===== src/rtl/uart_apb_pkg.sv =====
// Shared constants for the UART APB host: register indices, STATUS/CTRL bit
// positions and the access FSM encoding.
package uart_apb_pkg;

   localparam logic [1:0] REG_DATA     = 2'd0;
   localparam logic [1:0] REG_STATUS   = 2'd1;
   localparam logic [1:0] REG_CTRL     = 2'd2;
   localparam logic [1:0] REG_UNMAPPED = 2'd3;

   localparam int ST_RX_AVAIL = 0;
   localparam int ST_TX_FULL  = 1;
   localparam int ST_BUSY     = 2;
   localparam int ST_RX_OVR   = 3;
   localparam int ST_TX_ERR   = 4;

   localparam int CTRL_RX_IE  = 0;
   localparam int CTRL_ERR_IE = 1;

   typedef enum logic [1:0] {
      IDLE    = 2'd0,
      RD_WAIT = 2'd1,
      RD_DONE = 2'd2
   } state_t;

endpackage


===== src/rtl/uart_apb_host_if.sv =====
// APB slave bundle for the UART host; DATA_W must match the attached host.
interface uart_apb_host_if #(
   parameter int DATA_W = 16
);
   logic              psel;
   logic              penable;
   logic              pwrite;
   logic [1:0]        paddr;
   logic [DATA_W-1:0] pwdata;
   logic [DATA_W-1:0] prdata;
   logic              pready;
   logic              pslverr;

   modport master (
      output psel, penable, pwrite, paddr, pwdata,
      input  prdata, pready, pslverr
   );

   modport slave (
      input  psel, penable, pwrite, paddr, pwdata,
      output prdata, pready, pslverr
   );
endinterface


===== src/rtl/uart_apb_host.sv =====
// APB register front-end for a UART FIFO pair: DATA/STATUS/CTRL registers,
// one-wait-state RX reads, TX write pulses and a maskable interrupt.
module uart_apb_host
   import uart_apb_pkg::*;
#(
   parameter int         DATA_W     = 16,
   parameter logic [1:0] IRQ_EN_RST = 2'b00
) (
   input  logic                  clk,
   input  logic                  rst_n,
   uart_apb_host_if.slave        apb,
   output logic [7:0]            tx_byte,
   output logic                  transmit,
   output logic                  rx_fifo_pop,
   input  logic [7:0]            rx_byte,
   input  logic                  rx_fifo_empty,
   input  logic                  tx_fifo_full,
   input  logic                  busy,
   input  logic                  uart_irq,
   output logic                  irq
);

   state_t            state_q, state_d;
   logic [7:0]        hold_q;
   logic [1:0]        ctrl_q;
   logic              rx_ovr_q, tx_err_q;
   logic [DATA_W-1:0] rdata;
   logic              ready, slverr, pop;
   logic              hold_ld, wr_tx, ctrl_wr, tx_err_set, ovr_clr, err_clr;
   logic              access, ovr_set;
   logic              unused_pwdata;

   assign access        = apb.psel & apb.penable;
   assign unused_pwdata = ^apb.pwdata;

   always_comb begin
      // NOTE: every output of this block gets a default first so no path can infer a latch.
      state_d    = state_q;
      rdata      = '0;
      ready      = 1'b0;
      slverr     = 1'b0;
      pop        = 1'b0;
      hold_ld    = 1'b0;
      wr_tx      = 1'b0;
      ctrl_wr    = 1'b0;
      tx_err_set = 1'b0;
      ovr_clr    = 1'b0;
      err_clr    = 1'b0;
      unique case (state_q)
         IDLE: if (access) begin
            if (!apb.pwrite && apb.paddr == REG_DATA && !rx_fifo_empty) begin
               state_d = RD_WAIT;
               hold_ld = 1'b1;
            end else begin
               ready = 1'b1;
               case (apb.paddr)
                  REG_DATA: begin
                     if (!apb.pwrite)       slverr = 1'b1;
                     else if (tx_fifo_full) begin
                        slverr     = 1'b1;
                        tx_err_set = 1'b1;
                     end else               wr_tx  = 1'b1;
                  end
                  REG_STATUS: begin
                     if (apb.pwrite) begin
                        ovr_clr = apb.pwdata[ST_RX_OVR];
                        err_clr = apb.pwdata[ST_TX_ERR];
                     end else begin
                        rdata[ST_RX_AVAIL] = ~rx_fifo_empty;
                        rdata[ST_TX_FULL]  = tx_fifo_full;
                        rdata[ST_BUSY]     = busy;
                        rdata[ST_RX_OVR]   = rx_ovr_q;
                        rdata[ST_TX_ERR]   = tx_err_q;
                     end
                  end
                  REG_CTRL: begin
                     if (apb.pwrite) ctrl_wr    = 1'b1;
                     else            rdata[1:0] = ctrl_q;
                  end
                  REG_UNMAPPED: slverr = 1'b1;
               endcase
            end
         end
         // The hold register decouples prdata from the FIFO head that the pop is about to advance.
         RD_WAIT: begin
            if (apb.psel) begin
               ready      = 1'b1;
               pop        = 1'b1;
               rdata[7:0] = hold_q;
               state_d    = RD_DONE;
            end else begin
               state_d = IDLE;
            end
         end
         RD_DONE: state_d = IDLE;
         default: state_d = IDLE;
      endcase
   end

   // A push reported while a pop is already committed is not an overrun.
   assign ovr_set = uart_irq & ~rx_fifo_empty & (state_q == IDLE) & ~hold_ld;

   always_ff @(posedge clk or negedge rst_n) begin
      if (!rst_n) begin
         state_q  <= IDLE;
         // NOTE: the hold register is reset so a read after reset never exposes stale data.
         hold_q   <= '0;
         tx_byte  <= '0;
         transmit <= 1'b0;
         ctrl_q   <= IRQ_EN_RST;
         rx_ovr_q <= 1'b0;
         tx_err_q <= 1'b0;
         irq      <= 1'b0;
      end else begin
         // NOTE: non-blocking assignments so every register samples pre-edge values.
         state_q  <= state_d;
         if (hold_ld) hold_q  <= rx_byte;
         if (wr_tx)   tx_byte <= apb.pwdata[7:0];
         transmit <= wr_tx;
         if (ctrl_wr) ctrl_q  <= apb.pwdata[1:0];
         rx_ovr_q <= ovr_set    | (rx_ovr_q & ~ovr_clr);
         tx_err_q <= tx_err_set | (tx_err_q & ~err_clr);
         irq      <= (ctrl_q[CTRL_RX_IE] & ~rx_fifo_empty) |
                     (ctrl_q[CTRL_ERR_IE] & (rx_ovr_q | tx_err_q));
      end
   end

   // Bus-facing strobes are combinational, so they are forced low while reset is held.
   assign apb.pready   = rst_n & ready;
   assign apb.pslverr  = rst_n & slverr;
   assign apb.prdata   = rst_n ? rdata : '0;
   assign rx_fifo_pop  = rst_n & pop;

endmodule


===== src/flat_wrapper.sv =====
// flat-port wrapper written by rule: the top's interface ports become plain ports
module uart_apb_host_flat import uart_apb_pkg::*;
#(
   parameter int         DATA_W     = 16,
   parameter logic [1:0] IRQ_EN_RST = 2'b00
)
  (clk, rst_n, tx_byte, transmit, rx_fifo_pop, rx_byte, rx_fifo_empty, tx_fifo_full, busy, uart_irq, irq, apb_psel, apb_penable, apb_pwrite, apb_paddr, apb_pwdata, apb_prdata, apb_pready, apb_pslverr);
  uart_apb_host_if #(.DATA_W(DATA_W)) apb_i ();
  input  logic clk;
  input  logic rst_n;
  output logic [7:0] tx_byte;
  output logic transmit;
  output logic rx_fifo_pop;
  input  logic [7:0] rx_byte;
  input  logic rx_fifo_empty;
  input  logic tx_fifo_full;
  input  logic busy;
  input  logic uart_irq;
  output logic irq;
  input wire logic [$bits(apb_i.psel)-1:0] apb_psel;
  input wire logic [$bits(apb_i.penable)-1:0] apb_penable;
  input wire logic [$bits(apb_i.pwrite)-1:0] apb_pwrite;
  input wire logic [$bits(apb_i.paddr)-1:0] apb_paddr;
  input wire logic [$bits(apb_i.pwdata)-1:0] apb_pwdata;
  output wire logic [$bits(apb_i.prdata)-1:0] apb_prdata;
  output wire logic [$bits(apb_i.pready)-1:0] apb_pready;
  output wire logic [$bits(apb_i.pslverr)-1:0] apb_pslverr;
  assign apb_i.psel = apb_psel;
  assign apb_i.penable = apb_penable;
  assign apb_i.pwrite = apb_pwrite;
  assign apb_i.paddr = apb_paddr;
  assign apb_i.pwdata = apb_pwdata;
  assign apb_prdata = apb_i.prdata;
  assign apb_pready = apb_i.pready;
  assign apb_pslverr = apb_i.pslverr;
  uart_apb_host #(.DATA_W(DATA_W), .IRQ_EN_RST(IRQ_EN_RST)) u_core (.clk(clk), .rst_n(rst_n), .apb(apb_i), .tx_byte(tx_byte), .transmit(transmit), .rx_fifo_pop(rx_fifo_pop), .rx_byte(rx_byte), .rx_fifo_empty(rx_fifo_empty), .tx_fifo_full(tx_fifo_full), .busy(busy), .uart_irq(uart_irq), .irq(irq));
endmodule

===== config.mk =====
export PLATFORM = sky130hd
export DESIGN_NAME = uart_apb_host_flat
export DESIGN_NICKNAME = d
export VERILOG_FILES = /design/src/rtl/uart_apb_pkg.sv /design/src/rtl/uart_apb_host_if.sv /design/src/rtl/uart_apb_host.sv /design/src/flat_wrapper.sv
export SDC_FILE = /design/constraint.sdc
export NUM_CORES = 1
export LEC_CHECK = 0
export ABC_AREA = 1
export ABC_CLOCK_PERIOD_IN_PS = 1600
export CAP_MARGIN = 20
export CORE_MARGIN = 4
export CORE_UTILIZATION = 39
export DETAILED_ROUTE_END_ITERATION = 7
export PLACE_DENSITY = 0.82
export SLEW_MARGIN = 25
export SYNTH_ARGS = -nofsm -noshare
export SYNTH_HDL_FRONTEND = slang
export SYNTH_SLANG_ARGS = --single-unit

===== constraint.sdc =====
create_clock -name clk -period 1.6 [get_ports clk]
set_input_delay 0.32 -clock clk [delete_from_list [all_inputs] [get_ports clk]]
set_output_delay 0.32 -clock clk [all_outputs]
set_load 0.005 [all_outputs]

# [After elaboration in Yosys (flattened, before gate mapping)]
# Index checks and enable logic that the tools add are counted.
[classes] add_sub_neg=0 multipliers=0 n_div=0 n_lt_le_gt_ge=0 eq_ne=6 shift=0 mux=54 bitwise=19 reduce_logical=7
[ops] operator="2-to-1 mux 1 bit" count=38
[ops] operator="2-to-1 mux 8 bit" count=2
[ops] operator="2-to-1 mux 5 bit" count=3
[ops] operator="AND 1 bit" count=11
[ops] operator="one-hot mux 5 bit (2 select lines)" count=1
[ops] operator="2-to-1 mux 2 bit" count=4
[ops] operator="one-hot mux 2 bit (2 select lines)" count=2
[ops] operator="2-to-1 mux 3 bit" count=2
[ops] operator="equality test 2 x 1 -> 1 bit, second input constant" count=2
[ops] operator="equality test 2 bit, second input constant" count=2
[ops] operator="logical NOT 2 bit" count=2
[ops] operator="inequality test 2 x 1 -> 1 bit, second input constant" count=2
[ops] operator="inverter 1 bit" count=4
[ops] operator="OR 1 bit" count=4
[ops] operator="one-hot mux 1 bit (2 select lines)" count=2
[ops] operator="logical AND 1 bit" count=2
[ops] operator="logical NOT 1 bit" count=2
[ops] operator="AND reduction 2 bit" count=1
[word_totals] ff_bits=24 latch_bits=0 ramBits=0 romBits=0 in_bits=35 out_inout_bits=29 n_memories=0

# [Depth between registers and ports, before layout]
[logic_depth] ltp_word=9 mapped_depth=8

# [Least setup slack after synthesis]
# No wires, ideal clock.
[synth_timing] path_type="input-to-output" from="in apb_paddr[0]" to="out apb_pslverr" arrival_time_ns=1.187 setup_slack_ns=0.093 path_stages=7 cell_sequence="inv_1 > ha_1 > nand2_1 > nor2_1 > nor2_1 > nand2_1 > nor3_1"
[synth_between] elab_chain_len=7 elab_cells_between_ends=9
[synth_lines] item="start, declared" line_no="flat_wrapper.sv:23" rtl="input wire logic [$bits(apb_i.paddr)-1:0] apb_paddr;"
[synth_lines] item="branches (longest 3 deep; another with equality test 2 bit)"
[synth_lines] item="2-to-1 mux 1 bit (*)" line_no="uart_apb_host.sv:51" rtl="if (!apb.pwrite && apb.paddr == REG_DATA && !rx_fifo_empty) begin"
[synth_lines] item="2-to-1 mux 1 bit (*)" line_no="uart_apb_host.sv:50" rtl="IDLE: if (access) begin"
[synth_lines] item="2-to-1 mux 1 bit (*)" line_no="uart_apb_host.sv:49" rtl="unique case (state_q)"
[synth_lines] item="AND 1 bit (*)" line_no="uart_apb_host.sv:130" rtl="assign apb.pslverr = rst_n & slverr;"
[synth_lines] item="end, declared" line_no="flat_wrapper.sv:27" rtl="output wire logic [$bits(apb_i.pslverr)-1:0] apb_pslverr;"
# Mark *: on every way between the ends.

# [Worst setup path in the final report]
[layout_timing] from="reg u_core.state_q[1]" to="out apb_prdata[3]"
[layout_between] elab_chain_len=3 elab_cells_between_ends=4
[layout_lines] item="start, declared" line_no="uart_apb_host.sv:23" rtl="state_t state_q, state_d;"
[layout_lines] item="start signal, assigned" line_no="uart_apb_host.sv:116" rtl="state_q <= state_d;"
[layout_lines] item="equality test 2 x 1 -> 1 bit / logical NOT 2 bit (equally long branches)" line_no="uart_apb_host.sv:49"
[layout_lines] item="one-hot mux 5 bit (2 select lines) (*)" line_no="uart_apb_host.sv:49"
[layout_lines] item="2-to-1 mux 8 bit (*)" line_no="uart_apb_host.sv:131" rtl="assign apb.prdata = rst_n ? rdata : '0;"
[layout_lines] item="end, declared" line_no="flat_wrapper.sv:25" rtl="output wire logic [$bits(apb_i.prdata)-1:0] apb_prdata;"
# Every way passes the cells marked *; elsewhere a longest branch is shown, timed or not.

==> run_results.csv <==
group,metric,value,unit
power,p_comb_share,27.9,%
sta,hold_viol,0,
cts,cts-htree-levels,1,
floorplan,core,3080,µm²
detailed_routing,first_pass_iters,7,
run_status,violations,"negative setup slack",
synth,synth.avg_cell_area,7.75,µm²
flow_run,maxCapViolations,0,
sta,period_needed,1.90,ns
finish,most-common-layout-cells,"52 x nand2_1, 29 x clkdlybuf4s50_1, 25 x buf_4, 24 x dfrtp_1, 13 x inv_1",
synth,ys_seq_elements,24,
synth,ys_types,19,
global_routing,grt_max_degree,17,
power,cellPowerDensity,705,nW/µm²
finish,regArea,601,µm²
critical_path,cp.arrival,1.58,ns
global_routing,overflow,0,
floorplan,die-area,4210,µm²
sta,setup_viol,11,
cts,cts_root_buffer,"clkbuf_4",
floorplan,die_h,64.9,µm
critical_path,critPathLaunchType,"flip-flop",
finish,antenna_cells,0,
floorplan,start_util,41.0,%
power,switching_share,28.1,%
global_routing,grt_pass1_vias,1297,
sta,period_share,119,%
sta,worst_clock_skew,0.00985,ns
critical_path,required,1.28,ns
critical_path,end_kind,"primary output",
detailed_routing,via_count,1365,
finish,fin_util,69.6,%
synth,yosysWarnings,0,
critical_path,critical_path_class,"reg2out",
detailed_routing,drt-total-wl,3620,µm
power,pwr-share-seq,50.7,%
finish,fin_nets,285,
detailed_routing,remaining_drc_errors,0,
power,netSwitchingPower,0.424,mW
cts,cts.sinks,24,
synth,yosys_most_used_dff,"dfrtp_1",
finish,area_growth,69.8,%
placement,post-dp-hpwl,2580,µm
cts,cts_made_buffers,3,
power,worst_ir_drop_vdd,0.402,mV
finish,final.fill_count,236,
sta,slew_viol_final,0,
floorplan,placementRows,20,
detailed_routing,final_antenna_net_count,0,
cts,clk_pin_slew,0.12,ns
detailed_routing,drt_iter0_drc,53,
placement,place_congestion,0.865,
sta,worst_slack,-0.304,ns
finish,drive_gt1_share,35.9,%
synth,synth_edf_count,0,
global_routing,grt_util_all_layers,17.3,%
power,leakagePower,1.04,nW
critical_path,path_max_fanout,5,
run_status,outcome,"finished, violations left",
placement,port_buffers,47,
floorplan,die_w,64.9,µm
cts,cts_tree,"done",
detailed_routing,wire_per_inst,12.5,µm
power,internal-power,1.09,mW
global_routing,grt_antenna_before_repair,0,
global_routing,grt_pass1_wl,5700,µm
synth,netlist_area,1260,µm²
power,clock_power_share,21.5,%
cts,clockBufferDepth,2,
min_path,min_path_type,"in2async",
cts,clk_latency,0.32,ns
synth,yosysSeqAreaShare,47.6,%
finish,multi_input_area,674,µm²
synth,async_reset_ff_share,100,%
sta,rsz0062_at_grt,"true",
floorplan,io_pins,64,
sta,clock.fmax,525,MHz
detailed_routing,viasPerCell,4.72,
finish,final_common_cell,"nand2_1",
synth,synthCells,163,
sta,fin_hold_ws,0.152,ns
path summary, 6_finish.rpt:
| path | cells after the start | to | slack, ns | startpoint |
|---|---|---|---|---|
| setup / recovery | 7 | apb_prdata[3] | -0.30 | u_core.state_q[1] |
| hold / removal | 2 | u_core.hold_q[7] | 0.15 | rst_n |
| setup reg to reg | 8 | u_core.hold_q[7] | 0.13 | u_core.state_q[0] |
| hold reg to reg | 2 | u_core.hold_q[2] | 0.49 | u_core.hold_q[2] |
| max in group asynchronous | 2 | u_core.hold_q[6] | 0.90 | rst_n |
| min in group clk | 2 | u_core.irq | 0.41 | rx_fifo_empty |
registers in the layout, indices dropped and copies added (netlist names):
signal and cells:
u_core.tx_err_q 1, u_core.transmit 1, u_core.rx_ovr_q 1, u_core.tx_byte 8, u_core.irq 1, u_core.hold_q 8
u_core.ctrl_q 2, u_core.state_q 2
layer usage:
metal / global-route usage (%) / part of all wire [%] / vias to the layer above / wire [µm]
li1: - / - / 656 / -
met1: 21.8 / 42 / 642 / 1520
met2: 28.9 / 49 / 55 / 1780
met3: 2.77 / 6.4 / 12 / 230
met4: 7.65 / 2.3 / 0 / 84
met5: 0 / 0 / - / 0
per-stage QoR:
stage	power (mW)	worst slack, ns	cell area, µm²	instances	setup TNS [ns]
after floorplan	0.913	0.0930	1290	170	0
after global placement	1.15	-0.849	1940	278	-13.88
after detailed placement	1.16	-0.914	1940	278	-14.37
after CTS	1.49	-0.241	2050	288	-2.23
after global routing	1.59	-0.377	2140	289	-3.54
final	1.51	-0.304	2140	289	-2.58
cells by family after synthesis:
family	share of synthesized area (%)
flops	47.6
simple gates	27.6
buf+inv	11.7
compound gates	8.92
fa+ha+maj	3.96
other cells	0.297
power groups by stage:
| stage | Combinational (mW) | Sequential [mW] | Clock (mW) |
|---|---|---|---|
| detailed placement | 0.391 | 0.773 | 0 |
| CTS | 0.404 | 0.763 | 0.323 |
| finish | 0.421 | 0.765 | 0.324 |
| global placement | 0.382 | 0.771 | 0 |
| floorplan | 0.145 | 0.769 | 0 |
| global route | 0.465 | 0.781 | 0.347 |
Yosys cell counts (2+ instances only):
library cell  count  area share, %
a21oi_1           8            3.2
inv_1            17            5.1
nor2_1           11            3.3
nor2_2            2           0.99
buf_4             8            4.8
dfrtp_1          24             48
inv_2             2           0.59
nand2_1          55             16
nand2_2           3            1.5
o21ai_2           2            1.4
nand3_1          10            4.0
ha_1              4            4.0
o21ai_0          11            4.4
area by class of cell:
| type | instances | area share (%) |
|---|---|---|
| Timing Repair Buffer | 81 | 32.7 |
| Multi-Input combinational cell | 117 | 31.5 |
| Sequential cell | 24 | 28.0 |
| Inverter | 19 | 3.56 |
| Tap cell | 44 | 2.57 |
| Clock buffer | 4 | 1.69 |
worst max-delay path, cell delays in order (launching register included):
cell	delay [ns]
dfrtp_1	0.42
buf_6	0.13
nor2_4	0.13
buf_6	0.12
buf_6	0.10
nand2_1	0.07
a21oi_2	0.16
buf_2	0.13
timing repair:
action | 4_1_cts | 5_1_grt
endpoints found under the hold margin | 2 | 0
hold buffers | 1 | 0
buffers inserted | 5 | 1
gates cloned | 0 | 0
pin swaps | 14 | 16
resized for setup | 74 | 27
endpoints found under the setup margin | 17 | 11
Note: power is estimated with default switching activity, not from simulation.
